===== config.mk =====
export PLATFORM = sky130hd
export DESIGN_NAME = led_sequence_monitor
export DESIGN_NICKNAME = d
export VERILOG_FILES = /design/src/rtl/led_sequence_monitor.sv
export SDC_FILE = /design/constraint.sdc
export NUM_CORES = 1
export LEC_CHECK = 0
export CAP_MARGIN = 5
export CORE_UTILIZATION = 50
export CTS_BUF_LIST = sky130_fd_sc_hd__clkbuf_16
export DETAILED_ROUTE_END_ITERATION = 7
export PLACE_DENSITY = 0.75
export SYNTH_ARGS = -nofsm -noshare
export SYNTH_HDL_FRONTEND = slang
export SYNTH_SLANG_ARGS = --single-unit

===== constraint.sdc =====
create_clock -name clk -period 7.3 [get_ports clk]
set_clock_uncertainty 0.05 [all_clocks]
set_input_delay 1.46 -clock clk [delete_from_list [all_inputs] [get_ports clk]]
set_output_delay 1.46 -clock clk [all_outputs]
set_load 0.01 [all_outputs]

===== src/rtl/led_sequence_monitor.sv =====
// Passive observer for the flasher LED bus: decodes the lit count, follows the
// sweep direction, counts reversals and completed cycles, and latches violations.
module led_sequence_monitor #(
    parameter int  WIDTH     = 16,
    parameter int  CNT_W     = 8,
    parameter int  FLICK_WIN = 2,
    localparam int LC_W      = $clog2(WIDTH + 1)
) (
    input  logic             clk,
    input  logic             rst,
    input  logic             flick,
    input  logic [WIDTH-1:0] led,
    output logic [LC_W-1:0]  lit_count,
    output logic [1:0]       dir,
    output logic             turn_pulse,
    output logic [LC_W-1:0]  turn_level,
    output logic [CNT_W-1:0] kickback_cnt,
    output logic             cycle_done,
    output logic [CNT_W-1:0] cycle_cnt,
    output logic             err_pattern,
    output logic             err_step,
    output logic             err_start
);

    localparam int AW = (FLICK_WIN > 0) ? $clog2(FLICK_WIN + 1) : 1;
    localparam logic signed [LC_W:0] STEP_MAX = (LC_W + 1)'(1);
    localparam logic [AW-1:0]        ARM_LOAD = AW'(FLICK_WIN);
    localparam logic [LC_W-1:0]      FULL     = LC_W'(WIDTH);

    typedef enum logic [1:0] {
        S_IDLE = 2'b00,
        S_UP   = 2'b01,
        S_DOWN = 2'b10
    } state_e;

    function automatic logic [LC_W-1:0] popcount(input logic [WIDTH-1:0] v);
        logic [LC_W-1:0] n;
        n = '0;
        for (int i = 0; i < WIDTH; i++) begin
            n = n + LC_W'(v[i]);
        end
        return n;
    endfunction

    // A thermometer code has no set bit above a clear bit, so v & (v+1) is zero.
    function automatic logic is_thermo(input logic [WIDTH-1:0] v);
        logic [WIDTH:0] x;
        x = {1'b0, v};
        return (x & (x + 1'b1)) == '0;
    endfunction

    function automatic logic [CNT_W-1:0] sat_inc(input logic [CNT_W-1:0] v);
        return (&v) ? v : v + 1'b1;
    endfunction

    logic [WIDTH-1:0] led_p0_q;
    logic             flick_p0_q;
    logic             vld_p0_q;

    state_e           state_q, state_d;
    logic [LC_W-1:0]  lit_count_q, lit_count_d;
    logic             turn_pulse_q, turn_pulse_d;
    logic [LC_W-1:0]  turn_level_q, turn_level_d;
    logic [CNT_W-1:0] kickback_q, kickback_d;
    logic             cycle_done_q, cycle_done_d;
    logic [CNT_W-1:0] cycle_q, cycle_d;
    logic             err_pattern_q, err_pattern_d;
    logic             err_step_q, err_step_d;
    logic             err_start_q, err_start_d;
    logic [AW-1:0]    arm_q, arm_d;

    logic [LC_W-1:0]      cnt_p1;
    logic signed [LC_W:0] diff_p1;
    logic                 rise_p1, fall_p1;

    assign cnt_p1  = popcount(led_p0_q);
    assign diff_p1 = $signed({1'b0, cnt_p1}) - $signed({1'b0, lit_count_q});
    assign rise_p1 = !diff_p1[LC_W] && (diff_p1 != '0);
    assign fall_p1 = diff_p1[LC_W];

    // Stage p1: classify the captured sample against the previous count
    always_comb begin
        state_d       = state_q;
        lit_count_d   = lit_count_q;
        turn_pulse_d  = 1'b0;
        turn_level_d  = turn_level_q;
        kickback_d    = kickback_q;
        cycle_done_d  = 1'b0;
        cycle_d       = cycle_q;
        err_pattern_d = err_pattern_q;
        err_step_d    = err_step_q;
        err_start_d   = err_start_q;
        arm_d         = arm_q;

        if (vld_p0_q) begin
            lit_count_d = cnt_p1;
            if (!is_thermo(led_p0_q)) err_pattern_d = 1'b1;
            if (diff_p1 > STEP_MAX || diff_p1 < -STEP_MAX) err_step_d = 1'b1;

            case (state_q)
                S_IDLE: begin
                    if (rise_p1) begin
                        state_d = S_UP;
                        arm_d   = '0;
                        if (arm_q == '0) err_start_d = 1'b1;
                    end else if (flick_p0_q) begin
                        arm_d = ARM_LOAD;
                    end else if (arm_q != '0) begin
                        arm_d = arm_q - 1'b1;
                    end
                end
                S_UP: begin
                    if (fall_p1) begin
                        state_d      = S_DOWN;
                        turn_pulse_d = 1'b1;
                        turn_level_d = lit_count_q;
                        if (lit_count_q < FULL) kickback_d = sat_inc(kickback_q);
                    end
                end
                S_DOWN: begin
                    if (rise_p1) begin
                        state_d      = S_UP;
                        turn_pulse_d = 1'b1;
                        turn_level_d = lit_count_q;
                    end else if (cnt_p1 == '0) begin
                        state_d      = S_IDLE;
                        cycle_done_d = 1'b1;
                        cycle_d      = sat_inc(cycle_q);
                    end
                end
                default: state_d = S_IDLE;
            endcase
        end
    end

    // Stage p0: capture bus and flick; stage p1 registers the decoded results
    always_ff @(posedge clk) begin
        if (rst) begin
            led_p0_q      <= '0;
            flick_p0_q    <= 1'b0;
            vld_p0_q      <= 1'b0;
            state_q       <= S_IDLE;
            lit_count_q   <= '0;
            turn_pulse_q  <= 1'b0;
            turn_level_q  <= '0;
            kickback_q    <= '0;
            cycle_done_q  <= 1'b0;
            cycle_q       <= '0;
            err_pattern_q <= 1'b0;
            err_step_q    <= 1'b0;
            err_start_q   <= 1'b0;
            arm_q         <= '0;
        end else begin
            led_p0_q      <= led;
            flick_p0_q    <= flick;
            vld_p0_q      <= 1'b1;
            state_q       <= state_d;
            lit_count_q   <= lit_count_d;
            turn_pulse_q  <= turn_pulse_d;
            turn_level_q  <= turn_level_d;
            kickback_q    <= kickback_d;
            cycle_done_q  <= cycle_done_d;
            cycle_q       <= cycle_d;
            err_pattern_q <= err_pattern_d;
            err_step_q    <= err_step_d;
            err_start_q   <= err_start_d;
            arm_q         <= arm_d;
        end
    end

    assign lit_count    = lit_count_q;
    assign dir          = state_q;
    assign turn_pulse   = turn_pulse_q;
    assign turn_level   = turn_level_q;
    assign kickback_cnt = kickback_q;
    assign cycle_done   = cycle_done_q;
    assign cycle_cnt    = cycle_q;
    assign err_pattern  = err_pattern_q;
    assign err_step     = err_step_q;
    assign err_start    = err_start_q;

endmodule


# == After elaboration in Yosys (flattened, before gate mapping) ==
# Cells that the tools add are included.
# classes
add_sub_neg,20
n_lt_le_gt_ge,3
n_eq_ne,6
mux,16
bitwise_logic,7
reduce_logical,23
# ops
cell,n
adder 5 x 1 -> 5 bit,11
"adder 16 x 1 -> 17 bit, second input constant",1
AND 16 x 17 -> 17 bit,1
zero test 17 bit,1
"adder 8 x 1 -> 8 bit, second input constant",2
AND reduction 8 bit,2
2-to-1 mux 2 bit,7
AND reduction 4 bit,3
2-to-1 mux 5 bit,2
case mux 5 bit (2 select lines),1
AND reduction 5 bit,2
"> comparator 6 x 2 -> 1 bit, second input constant",1
"< comparator 6 x 1 -> 1 bit, second input constant",1
"inequality test 2 bit, second input constant",3
inverter 1 bit,6
case mux 2 bit (3 select lines),1
nonzero test 6 bit,1
subtractor 5 x 5 -> 6 bit,1
adder 4 x 1 -> 5 bit,1
zero test 5 bit,1
"< comparator 5 bit, second input constant",1
adder 3 x 1 -> 4 bit,1
zero test 2 bit,2
2-to-1 mux 1 bit,4
16 further kinds,18
# word_totals
register_bits,53
inputBits,19
output_inout_bits,33
elab_cells,89

# == Depth between registers and ports, before layout ==
# logic_depth
depth_word,20
depth_mapped,20
ltp_nobuf,19

# == Worst setup path before layout ==
# Ideal clock, no wire load.
# synth_timing
kind,register to register
start,register led_p0_q[0]
end,register cycle_q[6] (netlist: cycle_cnt[6])
setup_time_ps,121
t_arrival_ps,5157
required_time_ps,7129
path_slack_ps,1973
path_stages_with_launch,18
path_buffers,1
period_less_slack_ps,5327
cell_sequence,dfxtp_1 -> inv_1 -> fa_1 -> fa_1 -> fa_1 -> fa_1 -> inv_1 -> ha_1 -> fa_1 -> inv_1 -> fa_1 -> nand2b_1 -> a21oi_1 -> xor2_1 -> o31a_1 -> clkbuf_2 -> nor4_1 -> mux2_2
# synth_between
elab_chain_cells,20
word_cells_on_any_way,22
cone_classes,add/sub (16); bitwise (1); reduce/logical (5)
# synth_lines
item,line_no,text
start: declaration,56,logic [WIDTH-1:0] led_p0_q;
start signal: assignment,154,led_p0_q <= led;
adder 1 x 1 -> 2 bit *,40,n = n + LC_W'(v[i]);
adder 2 x 1 -> 3 bit *,40,
adder 3 x 1 -> 4 bit *,40,
adder 4 x 1 -> 5 bit *,40,
adder 5 x 1 -> 5 bit * (11 in a row),40,
via cnt_p1[1],72,logic [LC_W-1:0] cnt_p1;
subtractor 5 x 5 -> 6 bit,77,"assign diff_p1 = $signed({1'b0, cnt_p1}) - $signed({1'b0, lit_count_q});"
nonzero test 6 bit or zero test 1 bit (tied branches),78,assign rise_p1 = !diff_p1[LC_W] && (diff_p1 != '0);
logical AND 1 bit,78,
inverter 1 bit (no source line),--,
AND reduction 5 bit (no source line) *,--,
end signal: assignment,163,cycle_q <= cycle_d;
end: declaration,66,"logic [CNT_W-1:0] cycle_q, cycle_d;"
# Mark *: on every way through the listed nets, which the timed path passes. The rest lies on a longest branch.
# A chain may end at the register's enable or synchronous reset.

# == Final worst setup path ==
# layout_timing
start,register led_p0_q[0]
end,register cycle_q[0] (netlist: cycle_cnt[0])
# The elaborated chain is that of the path after synthesis.

==> impl_metrics.yaml <==
clock_tree:
  cts_tree: "done"
  cts.sinks: 53
  clockRootBuffer: "clkbuf_16"
  cts_resized: 0
  clk_pin_slew_worst_paths_ns: 0.07
  clock_path_buffers: 2
  cts_hold_buf: 0
  cts_setup_buffers: 0
  clk_latency_ns: 0.29
  cts_made_buffers: 5
  htree_levels: 2
detailed_routing:
  vias: 2374
  postRouteAntennaNets: 0
  drt_iter0_markers: 99
  routed_wl_microns: 5980
  remaining_drc_errors: 0
  first_pass_iters: 4
  via_per_inst: 5.29
  wire_per_inst_microns: 13.3
grt:
  grt_pass1_vias: 2292
  grt_pass1_wl_microns: 10100
  gr-usage-all-layers_pct: 20.6
  grt_overflow: 0
  antenna_found_initial: 0
  grt_max_degree: 48
layout:
  design_area_sq_mm: 0.00366
  seq_area_sq_mm: 0.00106
  fillers: 508
  antennaDiodeCount: 0
  multi_input_area_sq_mm: 0.00171
  fin_nets: 426
  drive_gt1_share_pct: 5.31
  areaGrowthSynthToFinish_pct: 24.0
timing:
  slew_headroom_pct: 58.2
  setup_viol: 0
  maxSlewViolCount: 0
  max_freq_mhz: 177
  fin_tns_setup_ns: 0
  tightestPinTransition_ns: 0.621
  min_period_ns: 5.66
  holdWs_ns: 0.408
  hold_viol: 0
  period_share_pct: 77.6
  rsz0062_at_grt: "false"
  worst_slack_ns: 1.64
yosys:
  synthDistinctLibCells: 49
  async_flop_share_pct: 0
  syn-num-nets: 377
  syn_area_sq_mm: 0.00295
  ys.flop_type: "dfxtp_1"
  syn-instance-count: 327
  ys_ff_latch: 53
  ys_warn_count: 0
  synth_area_per_cell_sq_um: 9.03
  ys_seq_area_share_pct: 35.9
  synth-edff-count: 0
critical_path:
  critPathKind: "reg -> reg"
  cp.arrival_ns: 5.79
  worstSetupEndpointType: "flip-flop"
  crit_path_top_delay_cell: "fa_1"
  critical_path.cell_chain: "inv_1 -> fa_1 -> fa_1 -> fa_1 -> fa_1 -> inv_1 -> ha_1 -> fa_1 -> inv_1 -> fa_1 -> nand2b_1 -> a21oi_1 -> xor2_1 -> o31a_1 -> nor4b_2 -> mux2_2"
  path_max_fanout: 14
  critical_path.most_common_cell: "fa_1"
  critPathLaunchType: "flip-flop"
  slowest_delay_ns: 0.57
  required_ns: 7.43
place:
  portBuffers: 51
  gp_congestion: 0.843
  placed_area_sq_mm: 0.00352
  hpwl_microns: 4480
  dp_slack_ns: 1.66
floorplanning:
  io_pins: 52
  rows: 27
  design.core.area_sq_mm: 0.00561
  die_area_sq_mm: 0.00622
  die_width_microns: 78.9
  die_h_microns: 78.9
  start_util_pct: 52.7
job:
  cap_violations: 0
pwr:
  powerDensity_mw_per_mm2: 319
  ir_drop_v: 0.000198
  totalPowerFinal_mw: 1.17
  p_leak_nw: 1.47
status:
  outcome: "finished, final reports clean"
hold_path:
  worstHoldPathType: "reg -> reg"
[cells in the mapped netlist, types with 2 or more instances]
library cell  number  area, sq um
fa_1              11          220
a21o_1             2         15.0
or4_1              2         15.0
o21ai_2            2         17.5
mux2i_1           11          110
nand4_1            9         56.3
dfxtp_1           53         1060
xor2_1            10         87.6
clkbuf_1           9         33.8
a21oi_1           13         65.1
and3_1             7         43.8
o22ai_1            2         12.5
nand2_1           29          109
o21ai_0            4         20.0
nor4_1             5         31.3
a31oi_1            3         18.8
nor2_1            31          116
inv_1             39          146
nor2b_1           23          144
nor3_1             4         20.0
or3_1              3         18.8
nand3_1            5         25.0
ha_1              20          250
mux2_2             5         56.3
[where the power goes]
part           internal, mW  switching (mW)  leakage (nW)
Combinational         0.237           0.366         0.963
Clock                 0.125           0.102        0.0724
Sequential            0.315          0.0249         0.434
Total                 0.677           0.493          1.47
[cell families (layout without fill, tap and decap cells)]
logic type                 Yosys count  after routing  synth area share, %
muxes                               16             16                 5.64
DFF                                 53             53                 35.9
adders and majority gates           31             31                 15.9
xor gates and xnor gates            11             11                 3.26
and+or+nand+nor                    124            124                 21.4
buffers and inverters               49             99                 6.27
AOI/OAI and AO/OA                   43             43                 11.6
[flip-flops by register name (all words and copies together), names as in the netlist, 2 cells and up]
name and flops:
arm_q 2, cycle_cnt 8, dir 2, kickback_cnt 8, led_p0_q 16, lit_count 5, turn_level 5
[cell type report]
class	instances	share of cell area, %
repair buffers	52	14.1
multi-input cells	225	46.6
clock inverters	3	0.410
inverters	39	4.00
flip-flops and latches	53	29.0
well taps	72	2.46
clock buffers	5	3.42
[worst paths after layout]
| check | startpoint | endpoint | slack, ns | depth (start not counted) |
|---|---|---|---|---|
| worst max-delay path | led_p0_q[0] | cycle_cnt[0] | 1.64 | 16 |
| worst min register to register | turn_level[0] | turn_level[0] | 0.41 | 2 |
| worst max register to register | led_p0_q[0] | cycle_cnt[0] | 1.64 | 16 |
| worst min-delay path | turn_level[0] | turn_level[0] | 0.41 | 2 |
[per-stage QoR]
stage                     std cells  util, %
after floorplan                 327        -
after global placement          441     62.8
after detailed placement        441     62.8
after CTS                       449     65.3
after global routing            449     65.3
final                           449     65.3
[cells in the final DEF (no fill, tap or decap), drive strengths merged, types with 4 or more instances in the layout]
cell type / n
mux2i: 11
fa: 11
o21ai: 6
nand2: 29
xor2: 10
nor2b: 23
dfxtp: 53
nand3: 5
inv: 41
ha: 20
nor2: 31
nor4: 5
clkdlybuf4s50: 51
clkbuf: 5
nand4: 9
and3: 7
mux2: 5
nor3: 4
a21oi: 14
[worst max-delay path: cells and delay by family (launching register included)]
| kind | cells | cell delay [ns] |
|---|---|---|
| compound gates | 2 | 0.63 |
| xor+xnor | 1 | 0.13 |
| fa+ha+maj | 7 | 3.18 |
| buf+inv | 3 | 0.24 |
| flops | 1 | 0.35 |
| mux | 1 | 0.37 |
| simple gates | 2 | 0.60 |
[routing by layer]
| metal | routed length (microns) | GRT usage, % |
|---|---|---|
| met1 | 2790 | 26.0 |
| met2 | 2910 | 36.0 |
| met3 | 224 | 3.56 |
| met4 | 52 | 5.64 |
| met5 | 0 | 0 |
No activity file was read; power rests on OpenSTA's default activity.
